--- src/rtl/compressor_pwm_driver.sv ---
// rtl/compressor_pwm_driver.sv - slow-PWM compressor drive with anti-short-cycle lockout
//
// Purpose: maps the signed Q8.8 PID output (negative = cooling demand) to a
// 256-tick PWM duty, holds the compressor off for a lockout interval after
// every enable, and emits the PID sample strobe once per PWM period.
//
// Ports:
//   clk        in   1        system clock
//   rst        in   1        synchronous active-high reset
//   enable     in   1        run request
//   pid_out    in   16 s     PID output, Q8.8
//   comp_on    out  1        compressor drive (registered)
//   pid_sample out  1        one-cycle strobe after each period end
//   duty_q     out  9        latched duty, 0..256 ticks
//   state      out  2        0 = IDLE, 1 = LOCKOUT, 2 = RUN
module compressor_pwm_driver #(
  parameter int PRESCALE        = 1000,
  parameter int LOCKOUT_PERIODS = 4,
  parameter int MIN_DUTY        = 8
) (
  input  logic               clk,
  input  logic               rst,
  input  logic               enable,
  input  logic signed [15:0] pid_out,
  output logic               comp_on,
  output logic               pid_sample,
  output logic [8:0]         duty_q,
  output logic [1:0]         state
);

  localparam int PW = (PRESCALE > 1) ? $clog2(PRESCALE) : 1;
  localparam logic [PW-1:0] PRE_LAST  = PW'(PRESCALE - 1);
  localparam logic [7:0]    LOCK_LAST = 8'(LOCKOUT_PERIODS - 1);
  localparam logic [8:0]    DUTY_LO   = 9'(MIN_DUTY);
  localparam logic [8:0]    DUTY_HI   = 9'(256 - MIN_DUTY);

  typedef enum logic [1:0] {
    IDLE    = 2'd0,
    LOCKOUT = 2'd1,
    RUN     = 2'd2
  } state_t;

  state_t        st;
  logic [PW-1:0] presc;
  logic [7:0]    pwm_cnt;
  logic [7:0]    lock_cnt;

  logic          tick;
  logic          period_end;
  logic [14:0]   cool;
  logic [7:0]    raw;
  logic [8:0]    duty_next;

  assign state      = st;
  assign tick       = (st != IDLE) && (presc == PRE_LAST);
  assign period_end = tick && (pwm_cnt == 8'hFF);

  // Cooling magnitude; -32768 has no positive counterpart so it saturates.
  always_comb begin
    cool = 15'd0;
    if (pid_out[15]) begin
      if (pid_out == 16'sh8000) cool = 15'h7FFF;
      else                      cool = 15'(-pid_out);
    end
  end

  assign raw = 8'(cool >> 7);

  // Pulses shorter than MIN_DUTY ticks (on or off) are not worth a
  // compressor transition, so they snap to fully off / fully on.
  always_comb begin
    duty_next = {1'b0, raw};
    if ({1'b0, raw} < DUTY_LO)      duty_next = 9'd0;
    else if ({1'b0, raw} > DUTY_HI) duty_next = 9'd256;
  end

  always_ff @(posedge clk) begin
    if (rst) begin
      st         <= IDLE;
      presc      <= '0;
      pwm_cnt    <= 8'd0;
      lock_cnt   <= 8'd0;
      duty_q     <= 9'd0;
      comp_on    <= 1'b0;
      pid_sample <= 1'b0;
    end else if ((st != IDLE) && !enable) begin
      // Dropping enable wins over a coincident period end: nothing latches.
      st         <= IDLE;
      presc      <= '0;
      pwm_cnt    <= 8'd0;
      lock_cnt   <= 8'd0;
      duty_q     <= 9'd0;
      comp_on    <= 1'b0;
      pid_sample <= 1'b0;
    end else begin
      comp_on    <= (st == RUN) && ({1'b0, pwm_cnt} < duty_q);
      pid_sample <= period_end;

      if (st == IDLE) begin
        presc    <= '0;
        pwm_cnt  <= 8'd0;
        lock_cnt <= 8'd0;
      end else if (tick) begin
        presc   <= '0;
        pwm_cnt <= pwm_cnt + 8'd1;
      end else begin
        presc <= presc + 1'b1;
      end

      case (st)
        IDLE: begin
          if (enable) st <= LOCKOUT;
        end
        LOCKOUT: begin
          if (period_end) begin
            lock_cnt <= lock_cnt + 8'd1;
            if (lock_cnt == LOCK_LAST) begin
              st     <= RUN;
              duty_q <= duty_next;
            end
          end
        end
        RUN: begin
          if (period_end) duty_q <= duty_next;
        end
        default: st <= IDLE;
      endcase
    end
  end

endmodule
--- config.mk ---
export PLATFORM = sky130hd
export DESIGN_NAME = compressor_pwm_driver
export DESIGN_NICKNAME = d
export VERILOG_FILES = /design/src/rtl/compressor_pwm_driver.sv
export SDC_FILE = /design/constraint.sdc
export NUM_CORES = 1
export LEC_CHECK = 0
export ABC_AREA = 1
export BUFFER_PORTS_ARGS = -buffer_cell sky130_fd_sc_hd__clkbuf_2
export CAP_MARGIN = 15
export CELL_PAD_IN_SITES_DETAIL_PLACEMENT = 1
export CELL_PAD_IN_SITES_GLOBAL_PLACEMENT = 1
export CORE_ASPECT_RATIO = 0.75
export CORE_UTILIZATION = 41
export DETAILED_ROUTE_END_ITERATION = 8
export PLACE_DENSITY = 0.83
export REMOVE_ABC_BUFFERS = 1
export SETUP_SLACK_MARGIN = 0.15
export SLEW_MARGIN = 5
export SYNTH_ARGS = -nofsm -noshare
export SYNTH_HDL_FRONTEND = slang
export SYNTH_SLANG_ARGS = --single-unit
--- constraint.sdc ---
create_clock -name clk -period 2.25 [get_ports clk]
set_clock_uncertainty 0.15 [all_clocks]
set_input_delay 0.225 -clock clk [delete_from_list [all_inputs] [get_ports clk]]
set_output_delay 0.225 -clock clk [all_outputs]
set_load 0.05 [all_outputs]
# Word level (Yosys, flattened, before mapping)
# Index checks and enable logic that the tools add are counted.
# W data, S select, Z words.
classes:
  n_addsub: 4
  magnitude_cmp: 3
  eq_ne: 10
  muxes: 15
  bitwise_logic: 1
  n_reduce_logical: 13
op_table:
  columns: ["operator", "count"]
  rows:
  - ["$mux W9", 5]
  - ["$mux W15", 2]
  - ["$mux W8", 3]
  - ["$pmux W9 S2", 1]
  - ["$add A8 B1 Y8 const B", 2]
  - ["$eq A16 B16 Y1 const B", 1]
  - ["$neg A15 Y15", 1]
  - ["$add A10 B1 Y10 const B", 1]
  - ["$eq A10 B10 Y1 const B", 1]
  - ["$lt A8 B9 Y1", 1]
  - ["$eq A8 B2 Y1 const B", 1]
  - ["$eq A8 B8 Y1 const B", 1]
  - ["$gt A8 B8 Y1 const B", 1]
  - ["$lt A8 B4 Y1 const B", 1]
  - ["$ne A2 B2 Y1 const B", 4]
  - ["$reduce_and A4 Y1", 2]
  - ["$mux W2", 3]
  - ["$pmux W2 S3", 1]
  - ["$logic_and A1 B1 Y1", 4]
  - ["$reduce_bool A2 Y1", 2]
  - ["$reduce_or A4 Y1", 1]
  - ["$reduce_or A3 Y1", 1]
  - ["$eq A2 B1 Y1 const B", 1]
  - ["$eq A2 B2 Y1 const B", 1]
  - ["4 further kinds", 4]
word_totals:
  elab_cells: 53
  regBits: 39

# Longest topological paths before layout
# Gate-level depths: netlist of run 1.
depth:
  ltp_word: 9
  depth_mapped: 13
  mapped_depth_nobuf: 13

# Worst setup path before layout of run 1
# No wires, ideal clock.
synth_timing:
  kind: "register to register"
  start: "register st[1] (netlist: state[1])"
  end: "register lock_cnt[3]"
  setup_time_ps: 116
  stages_incl_launch_ff: 10
  path_slack_ps: 173
  n_path_buf: 0
  t_arrival_ps: 1811
  t_required_ps: 1984
  period_less_slack_ps: 2077
  path_cell_list: "dfxtp_1 -> nor2_4 -> nor3_4 -> nand3_4 -> nor3_4 -> nand4_4 -> nor2_4 -> nand2_1 -> o21ai_0 -> nor2_1"
synth_between:
  elab_chain_len: 5
  word_cells_on_any_way: 10
  classes_between: "1 x eq/ne; 3 x mux; 6 x reduce/logical"
synth_rtl:
  columns: ["element", "line_no", "rtl"]
  rows:
  - ["start, declared", "43", "state_t st;"]
  - ["start signal, assigned", "79", "st <= IDLE;"]
  - ["start signal, assigned", "88", "st <= IDLE;"]
  - ["start signal, assigned", "112", "if (enable) st <= LOCKOUT;"]
  - ["$reduce_bool A2 Y1", "55, 86", null]
  - ["$logic_and A1 B1 Y1", "55", "assign tick = (st != IDLE) && (presc == PRE_LAST);"]
  - ["$logic_and A1 B1 Y1", "56", "assign period_end = tick && (pwm_cnt == 8'hFF);"]
  - ["$mux W8", "115", "if (period_end) begin"]
  - ["$mux W8", "110", "case (st)"]
  - ["end signal, assigned", "116", "lock_cnt <= lock_cnt + 8'd1;"]
  - ["end, declared", "46", "logic [7:0] lock_cnt;"]
# Several ways; a longest one is shown, not always the timed one.
# A chain may end at the register's enable or synchronous reset.

# Final worst setup path of run 1
layout_timing:
  start: "register presc[0]"
  end: "register duty_q[6]"
layout_between:
  elab_chain_len: 5
  word_cells_on_any_way: 6
  classes_between: "3 x eq/ne; 3 x reduce/logical"
layout_rtl:
  columns: ["element", "line_no", "rtl"]
  rows:
  - ["start, declared", "44", "logic [PW-1:0] presc;"]
  - ["start signal, assigned", "107", "presc <= presc + 1'b1;"]
  - ["$eq A10 B10 Y1 (*)", "55", null]
  - ["$logic_and A1 B1 Y1 (*)", "55", null]
  - ["$logic_and A1 B1 Y1 (*)", "56", null]
  - ["$ne A2 B2 Y1 (no source line)", null, null]
  - ["$reduce_and A4 Y1 (no source line) (*)", null, null]
  - ["end signal, assigned", "119", "duty_q <= duty_next;"]
  - ["end signal, assigned", "124", "if (period_end) duty_q <= duty_next;"]
  - ["end, declared", "27", "output logic [8:0] duty_q,"]
# Every way passes the cells marked *; elsewhere a longest branch is shown, timed or not.

==> metrics.md, run 1 <==
| Metric | Value |
|---|---|
| Placer Congestion | `0.7815` |
| Fin Setup TNS | `0 ns` |
| Total number of vias | `2374` |
| Max clock buf depth | `2` |
| Pre-antenna DRT Iters | `4` |
| Total track usage | `22.07%` |
| Layout cells sized above 1 | `19.75%` |
| Simple-Gate Fraction of Synth Area | `39.95%` |
| Port bufs | `31` |
| Drt via density | `4.998` |
| Worst EP required | `2.28 ns` |
| Syn Area/Cell | `6.820 um2` |
| Critical setup path kind | `reg -> reg` |
| Core area | `0.005525 mm2` |
| Vias in the first global route | `2334` |
| Main combinational cell family by area after synthesis | `simple AND/OR/NAND/NOR gates` |
| LEAKAGE | `1.287 nW` |
| Sinks on Clock Net | `39` |
| CTS Buf Count | `5` |
| Post-synth top area share | `32.25%` |
| Final setup fails | `0` |
| Worst EP arrival | `1.99 ns` |
| Final worst-path cycle share | `87.07%` |
| Clock latency on the worst-skew pair | `0.29 ns` |
| CP startpoint kind | `flip-flop` |
| Final Hold Viols | `0` |
| Die ar. | `0.006220 mm2` |
| # diodes | `0` |
| Max-slew violation count | `0` |
| Synth Instances | `355` |
| Cts hold-fix bufs | `0` |
| Max-cap violations | `0` |
| Slew margin rel. | `65.31%` |
| Largest net degree at the start of global routing | `14` |
| Tightest Hold Check Type | `in -> reg` |
| H-tree depth | `2` |
| Filler cell count | `772` |
| Worst-path clk slew | `0.08 ns` |
| Pwr Density | `463.8 mW/mm2` |
| Min cycle time layout | `1.959 ns` |
| Largest cells by area after synthesis | `dfxtp_1 32%, nand2_1 13%, inv_1 8.5%` |
| Final WS setup | `0.2910 ns` |
| Initial antenna violation count | `0` |
| Post-synthesis mux area share | `0%` |
| Die X | `90.73 um` |
| Worst Setup SP | `presc[0]$_SDFF_PP0_` |
| Area share of xor/xnor cells in the synthesized design | `1.447%` |
| R2r startpoint | `presc[0]$_SDFF_PP0_` |
| Place WS | `0.2055 ns` |
| Peak supply drop | `0.2351 mV` |
| Nets | `429` |
| Synthesis-to-finish area growth | `17.73%` |
| Clock root cell | `clkbuf_8` |
| Ports | `32` |
| Synth area leader | `dfxtp_1` |
| Post-detail-place hpwl | `5057 um` |
| Most frequent cells in the layout | `81 x nand2_1, 55 x inv_1, 46 x nor2_1, 35 x dfxtp_1, 31 x clkbuf_2` |
| Drt total wl | `6488 um` |
| Yosys reg bits | `39` |
| Worst Path Max Fanout | `7` |
| Initial DRC Count | `84` |
| Grt ovf | `0` |
| Fmax | `510.5 MHz` |
| Routed len/inst | `13.66 um` |
| Syn Std Cell Area | `0.002421 mm2` |
| Adder-Cell Fraction of Synth Area | `5.168%` |
| Hold_sp | `rst` |
| Status | `complete, no violations` |
| Die Span Y | `68.55 um` |
| CTS tree | `done` |
| Routed Antenna Nets | `0` |
| Synth warn | `0` |
| DRC viols | `0` |
| Post-synthesis compound-gate area fraction | `11.83%` |
| Num rows | `23` |
| Starting density of the core | `43.82%` |
| RSZ-0062 raised after global routing | `no` |
| Worst-margin pin slew | `0.5156 ns` |
| Leading cell type in the layout, fill and taps excluded | `nand2_1` |
| First-pass GRT wire length | `10690 um` |
| Endpoint class of the critical path | `flip-flop` |
| Register area share after synthesis | `32.25%` |
| Library cells used by synthesis | `34` |
==> critical path: stages, from the launching register on <==
cell and delay, ns:
dfxtp_4 0.37, ha_4 0.13, nand2_2 0.06, nor2_4 0.12
nand3_4 0.14, nor3_4 0.26, nand4_4 0.18, nor2_4 0.22
buf_4 0.15, a21oi_1 0.06
==> per-stage QoR <==
step | util [%] | total power, mW | instances | cell area, um2 | hold WS, ns
final | 51.59 | 1.322 | 475 | 2850 | 0.2222
after global routing | 51.59 | 1.374 | 475 | 2850 | 0.2418
after CTS | 50.18 | 1.329 | 469 | 2773 | 0.2039
after detailed placement | 48.60 | 0.8433 | 462 | 2685 | 0.2926
after global placement | 48.60 | 0.8408 | 462 | 2685 | 0.2852
after floorplan | - | 0.7899 | 353 | 2414 | 0.2349
==> cell families (layout without fill, tap and decap cells) <==
logic type                 count (synthesis)  count (layout)
DFF                                       39              39
buffers and inverters                     60             105
and+or+nand+nor                          190             190
adders and majority gates                 10              10
xor gates and xnor gates                   4               4
AOI/OAI and AO/OA                         52              52
==> power breakdown <==
| group | leakage [nW] | internal [mW] | total (mW) | switching, mW |
|---|---|---|---|---|
| clock network | 0.0470 | 0.241 | 0.492 | 0.251 |
| registers | 0.316 | 0.693 | 0.697 | 0.00385 |
| logic | 0.924 | 0.0448 | 0.134 | 0.0889 |
==> routing by layer <==
metal,track usage (%),vias up,wire length (um)
li1,-,1233,-
met1,30.04,1106,3458
met2,36.93,30,2819
met3,3.838,5,174
met4,5.242,0,36
met5,0,-,0
==> path summary, 6_finish.rpt <==
| path | end | cells after the start | slack, ns |
|---|---|---|---|
| hold / removal | pwm_cnt[2]$_SDFFE_PP0P_ | 6 | 0.22 |
| hold reg to reg | lock_cnt[7]$_SDFF_PP0_ | 1 | 0.33 |
| setup / recovery | duty_q[6]$_SDFFE_PP0P_ | 9 | 0.29 |
| setup reg to reg | duty_q[6]$_SDFFE_PP0P_ | 9 | 0.29 |
==> final cells by class <==
| type | instances | area (um2) | share of cell area, % |
|---|---|---|---|
| clock buffer | 6 | 82.58 | 2.897 |
| clock inverter | 1 | 5.005 | 0.1756 |
| inverter | 58 | 219.0 | 7.682 |
| multi-input combinational | 256 | 1439 | 50.48 |
| sequential | 39 | 788.3 | 27.66 |
| tap | 75 | 93.84 | 3.292 |
| timing repair buffer | 40 | 222.7 | 7.814 |
==> cell usage after synthesis <==
library cell,count
nand3_2,3
nand4_4,1
a211oi_1,1
ha_1,10
o21ai_0,22
nor4_4,1
inv_2,2
nand3_4,3
buf_1,1
nand4_1,4
or2_2,2
nand3_1,26
dfxtp_1,39
and3_1,1
clkinv_2,1
nor2_8,1
xor2_1,4
nor3b_1,3
o2111ai_1,1
nand2_1,83
nor4_1,1
a21oi_4,1
nor2_4,6
o21a_1,1
o22ai_1,1
nor3_4,2
a21oi_1,22
clkbuf_1,1
inv_1,55
o31ai_1,1
a31oi_1,2
nor2_1,47
nor3_1,5
nand2_2,1
==> sequential cells by signal, indices dropped and copies added (netlist names) <==
| register | count |
|---|---|
| comp_on | 1 |
| lock_cnt | 8 |
| presc | 10 |
| duty_q | 9 |
| pid_sample | 1 |
| state | 2 |
| pwm_cnt | 8 |
==> what timing repair did <==
| item | 4_1_cts | 5_1_grt |
|---|---|---|
| resized for setup | 0 | 15 |
| buffers inserted | 0 | 6 |
| setup endpoints to repair | 0 | 18 |
No activity file was read; power rests on OpenSTA's default activity.
==> inputs of run 2 (changes only) <==
PLACE_DENSITY = 0.78   (was 0.83)
==> run 2 against run 1 <==
Net effect:
- first-iteration DRC count fell by 14%
- final area decreased by 1.4%
- count of clock-buffer cells in the layout stayed put
- via count decreased by 1.3%
- flip-flop and latch count is the same
- core utilization shrank 0.70 points
- register-to-register slack got worse by 0.05 ns
- combinational power about the same
==> metrics.md, run 2 (same netlist as run 1, synthesis figures left out) <==
| Metric | Value |
|---|---|
| Max-cap violations | `0` |
| Final setup fails | `0` |
| Regs by FF count | `presc x10, duty_q x9` |
| Max-slew violation count | `0` |
| Drt total wl | `6405 um` |
| Final Total Pwr | `1.299 mW` |
| Worst Path Max Fanout | `8` |
| Filler cell count | `770` |
| Die ar. | `0.006220 mm2` |
| Fmax | `498.8 MHz` |
| CP startpoint kind | `flip-flop` |
| Bufs and invs on worst path | `0` |
| DRC viols | `0` |
| Core area | `0.005525 mm2` |
| Routed len/inst | `13.57 um` |
| Pwr Density | `462.1 mW/mm2` |
| Placer Congestion | `0.8677` |
| Die Span Y | `68.55 um` |
| Wl on met1 | `3396 um` |
| Worst EP required | `2.28 ns` |
| Final worst-path cycle share | `89.11%` |
| H-tree depth | `2` |
| Clock root cell | `clkbuf_8` |
| Drt via density | `4.962` |
| Total number of vias | `2342` |
| Most frequent cells in the layout | `80 x nand2_1, 55 x inv_1, 45 x nor2_1, 37 x dfxtp_1, 31 x clkbuf_2` |
| Layout cells sized above 1 | `19.14%` |
| WL met3 | `103 um` |
| Fin Setup TNS | `0 ns` |
| Tightest Hold Check Type | `in -> reg` |
| Max clock buf depth | `2` |
| Slew margin rel. | `69.73%` |
| Cts hold-fix bufs | `0` |
| Port bufs | `31` |
| Critical path's top delay family | `simple AND/OR/NAND/NOR gates` |
| Synthesis-to-finish area growth | `16.12%` |
| Leading cell type in the layout, fill and taps excluded | `nand2_1` |
| Pre-antenna DRT Iters | `4` |
| WL met2 | `2870 um` |
| LEAKAGE | `1.263 nW` |
| Worst-path clk slew | `0.08 ns` |
| Ports | `32` |
| Peak supply drop | `0.1879 mV` |
| Critical setup path kind | `reg -> reg` |
| Biggest cell delay along the critical path | `0.34 ns` |
| Worst-margin pin slew | `0.4506 ns` |
| Top sig layer | `met4` |
| Endpoint class of the critical path | `flip-flop` |
| Initial antenna violation count | `0` |
| Largest net degree at the start of global routing | `15` |
| Grt ovf | `0` |
| Fin area | `0.002811 mm2` |
| # diodes | `0` |
| Crit path cell chain | `ha_2, nand2_2, nor2_4, nand3_4, nor3_4, nand4_4, nor2_4, nand3_1, and3_1` |
| Nets | `425` |
| Clock latency on the worst-skew pair | `0.29 ns` |
| Starting density of the core | `43.82%` |
| Total track usage | `22.36%` |
| Most frequent CP cell | `nor2_4` |
| RSZ-0062 raised after global routing | `no` |
| Status | `complete, no violations` |
| Worst EP arrival | `2.03 ns` |
| Post-detail-place hpwl | `5190 um` |
| Vias in the first global route | `2323` |
| Die X | `90.73 um` |
| Largest Register | `presc` |
| Num rows | `23` |
| Sinks on Clock Net | `39` |
| Min cycle time layout | `2.005 ns` |
| Final Hold Viols | `0` |
| Slowest-stage cell, CP | `dfxtp_2` |
| Placed cell area | `0.002678 mm2` |
| CTS tree | `done` |
| Initial DRC Count | `72` |
| Max reg flops | `10` |
| CTS Buf Count | `5` |
| First-pass GRT wire length | `10940 um` |
| Routed Antenna Nets | `0` |
==> run 2: changes by cell type in the layout (fill, tap and decap cells not counted), sizes merged <==
cell | before | now
buf | 9 | 5
clkinvlp | 0 | 1
==> run 2: final cells by class <==
class,count,area (um2),share of cell area (%)
clock buffers,6,72.57,2.581
well taps,75,93.84,3.338
repair buffers,36,192.7,6.854
flip-flops and latches,39,783.3,27.86
clock inverters,2,12.51,0.4450
inverters,58,219.0,7.788
multi-input cells,256,1438,51.13
==> run 2: worst paths after layout <==
path	start	end	slack (ns)	cells after the start
max	presc[0]$_SDFF_PP0_	lock_cnt[4]$_SDFF_PP0_	0.25	9
min	pid_out[15]	duty_q[4]$_SDFFE_PP0P_	0.21	3
max reg2reg	presc[0]$_SDFF_PP0_	lock_cnt[4]$_SDFF_PP0_	0.25	9
min reg2reg	presc[0]$_SDFF_PP0_	presc[0]$_SDFF_PP0_	0.27	1
==> run 2: repair_timing <==
item	4_1_cts	5_1_grt
resized for setup	0	11
buffers inserted	0	3
endpoints found under the setup margin	0	18
==> run 2: metrics by stage <==
stage | worst slack [ns] | std cells | util [%] | hold WS [ns]
2_1_floorplan | 0.1732 | 353 | - | 0.2349
5_1_grt | 0.1160 | 472 | 50.88 | 0.2638
6_report | 0.2451 | 472 | 50.88 | 0.2150
3_3_place_gp | 0.3106 | 461 | 48.46 | 0.2801
3_5_place_dp | 0.2095 | 461 | 48.46 | 0.2949
4_1_cts | 0.1831 | 469 | 50.00 | 0.2083
==> run 2: routing by layer <==
metal	up-vias	GRT usage, %
li1	1219	-
met1	1104	31.15
met2	15	37.41
met4	0	4.234
met3	4	3.289
met5	-	0
==> run 2: worst min-delay path, cell delays in order <==
cell,delay (ns)
clkbuf_2,0.19
nand3_1,0.13
a21oi_1,0.06
==> run 2: power breakdown <==
group	total, mW	internal, mW	switching, mW
Sequential	0.697	0.693	0.00360
Clock	0.470	0.217	0.253
Combinational	0.133	0.0429	0.0897
==> inputs of run 3 (changes only) <==
ABC_AREA = default   (was 1)
CORE_UTILIZATION = 42   (was 41)
==> run 3 against run 2 <==
Net effect:
- via count decreased by 7.6%
- global-route usage increased by 1.4 points
- total power increased by 4.2%
- final cell count decreased by 19%
- core utilization increased by 6.0 points
- combinational power decreased by 26%
- sequential power decreased by 0.9%
- largest cell class unchanged
- largest power group unchanged
==> metrics.md, run 3 <==
| Metric | Value |
|---|---|
| Most frequent cells in the layout | `36 x nor2_1, 31 x clkbuf_2, 28 x dfxtp_1, 26 x buf_4, 18 x nand2_1` |
| Initial DRC Count | `56` |
| R2r startpoint | `presc[4]$_SDFF_PP0_` |
| Fin Hold WS | `0.1295 ns` |
| Starting density of the core | `43.92%` |
| Initial antenna violation count | `0` |
| Syn Std Cell Area | `0.002152 mm2` |
| Final Core Density | `56.84%` |
| Dominant synthesized flop cell | `dfxtp_1` |
| Critical setup path kind | `reg -> reg` |
| Max reg flops | `10` |
| EDFF count, synth | `0` |
| Register area share after synthesis | `36.28%` |
| Clock root cell | `clkbuf_8` |
| Max-slew violation count | `0` |
| Pwr Density | `485.9 mW/mm2` |
| Synth area leader | `dfxtp_1` |
| LEAKAGE | `1.088 nW` |
| Tightest Hold Check Type | `in -> reg` |
| Port bufs | `31` |
| Min cycle time layout | `2.065 ns` |
| Pre-antenna DRT Iters | `7` |
| Placed Cells | `370` |
| Final setup fails | `0` |
| Placer Congestion | `0.8481` |
| Final Hold Viols | `0` |
| Psw | `0.2998 mW` |
| Library cells used by synthesis | `47` |
| Leading cell type in the layout, fill and taps excluded | `nor2_1` |
| Peak supply drop | `0.2768 mV` |
| Nets | `350` |
| Flop pwr share | `51.1%` |
| Regs by FF count | `presc x10, duty_q x9` |
| Worst Setup SP | `presc[4]$_SDFF_PP0_` |
| CTS tree | `done` |
| Async set or reset register ratio after synthesis | `0%` |
| Most instantiated library cell after synthesis | `dfxtp_1` |
| Worst EP arrival | `2.15 ns` |
| Core area | `0.004900 mm2` |
| Vias in the first global route | `2101` |
| Drt total wl | `6443 um` |
| Synthesis-to-finish area growth | `29.42%` |
| Post-synth top area share | `36.28%` |
| Drt via density | `5.677` |
| Max-cap violations | `0` |
| Hold_sp | `pid_out[14]` |
| First-pass GRT wire length | `10180 um` |
| DRC viols | `0` |
| Yosys reg bits | `39` |
| Sinks on Clock Net | `39` |
| Cts hold-fix bufs | `0` |
| Largest Register | `presc` |
| Fmax | `484.3 MHz` |
| Worst EP required | `2.33 ns` |
| Internal Pwr Total | `1.053 mW` |
| Worst-path clk slew | `0.08 ns` |
| Die X | `84.66 um` |
| Largest cells by area after synthesis | `dfxtp_1 36%, nor2_1 6.6%, ha_1 5.8%` |
| Switching Fraction | `22.16%` |
| Clock power frac | `41.6%` |
| Endpoint class of the critical path | `flip-flop` |
| CP startpoint kind | `flip-flop` |
| Worst Path Max Fanout | `5` |
| Die Span Y | `63.99 um` |
| Layout Cells excl Fill | `381` |
| Total number of vias | `2163` |
| Status | `complete, no violations` |
| Max clock buf depth | `2` |
| Most frequent cells after synthesis | `39 x dfxtp_1, 38 x nor2_1, 19 x nand2_1` |
| Syn Area/Cell | `8.214 um2` |
| Routed len/inst | `16.91 um` |
| Num rows | `22` |
| Clock latency on the worst-skew pair | `0.29 ns` |
| Synth warn | `0` |
| CTS Buf Count | `5` |
| Synth Instances | `262` |
| Die ar. | `0.005417 mm2` |
| RSZ-0062 raised after global routing | `no` |
| Routed Antenna Nets | `0` |
| Power share of the combinational group | `7.3%` |
| # diodes | `0` |
| Grt ovf | `0` |
| Worst-margin pin slew | `0.5022 ns` |
| Slew margin rel. | `66.24%` |
| H-tree depth | `2` |
| Post-detail-place hpwl | `4873 um` |
| Largest net degree at the start of global routing | `12` |
| Ports | `32` |
| Layout cells sized above 1 | `29.28%` |
| Final worst-path cycle share | `91.76%` |
| Total track usage | `23.77%` |
==> run 3: routing by layer <==
layer / up-vias / track usage, % / routed length, um
li1: 1066 / - / -
met2: 38 / 38.11 / 2936
met4: 0 / 5.720 / 105
met1: 1048 / 33.25 / 3241
met5: - / 0 / 0
met3: 11 / 4.264 / 160
==> run 3: stage by stage <==
step,power (mW),area (um2),TNS [ns],setup WS [ns]
final,1.353,2785,0,0.1854
after global placement,0.7995,2529,0,0.08647
after global routing,1.397,2785,0,0.07068
after CTS,1.354,2673,0,0.1615
after floorplan,0.7512,2133,-2.017,-0.2508
after detailed placement,0.8027,2529,0,0.02874
==> run 3: critical path: stages, from the launching register on <==
cell and delay, ns:
dfxtp_2 0.32, nand3b_1 0.21, nor4_4 0.24, buf_4 0.20, nand2_4 0.06, or3_4 0.37, a311oi_2 0.28, a22o_1 0.17
==> run 3: path summary, 6_finish.rpt <==
check,endpoint,slack [ns],cells past startpoint
hold / removal,duty_q[7]$_SDFFE_PP0P_,0.13,3
hold reg to reg,lock_cnt[6]$_SDFF_PP0_,0.37,2
setup reg to reg,duty_q[1]$_SDFFE_PP0P_,0.19,7
setup / recovery,duty_q[1]$_SDFFE_PP0P_,0.19,7
==> run 3: layout make-up <==
type | count | area, um2
clock buffer | 6 | 72.57
clock inverter | 1 | 30.03
fill | 608 | 2115
inverter | 12 | 45.04
multi-input combinational | 206 | 1415
sequential | 39 | 797.0
tap | 60 | 75.07
timing repair buffer | 57 | 350.3
==> run 3: cells by family (layout without fill, tap and decap cells) <==
| kind of cell | count (synthesis) | after routing | synth area share, % |
|---|---|---|---|
| AO/OA/AOI/OAI | 50 | 50 | 15.76 |
| multiplexers | 2 | 2 | 0.9303 |
| buffers and inverters | 17 | 76 | 2.965 |
| adder cells (fa/ha/maj) | 10 | 10 | 5.814 |
| AND/OR/NAND/NOR | 131 | 131 | 32.97 |
| flip-flops | 39 | 39 | 36.28 |
| XOR/XNOR | 13 | 13 | 5.291 |
==> run 3: timing repair <==
action	in CTS	in global routing
setup buffers	1	3
pin swaps	1	10
resized for setup	7	25
setup endpoints to repair	10	16
==> run 3: power groups by stage <==
stage | combinational, mW | clock [mW] | sequential (mW)
floorplan | 0.0391 | 0 | 0.712
CTS | 0.0960 | 0.566 | 0.692
global placement | 0.0916 | 0 | 0.708
global route | 0.109 | 0.596 | 0.691
finish | 0.0990 | 0.563 | 0.691
detailed placement | 0.0947 | 0 | 0.708
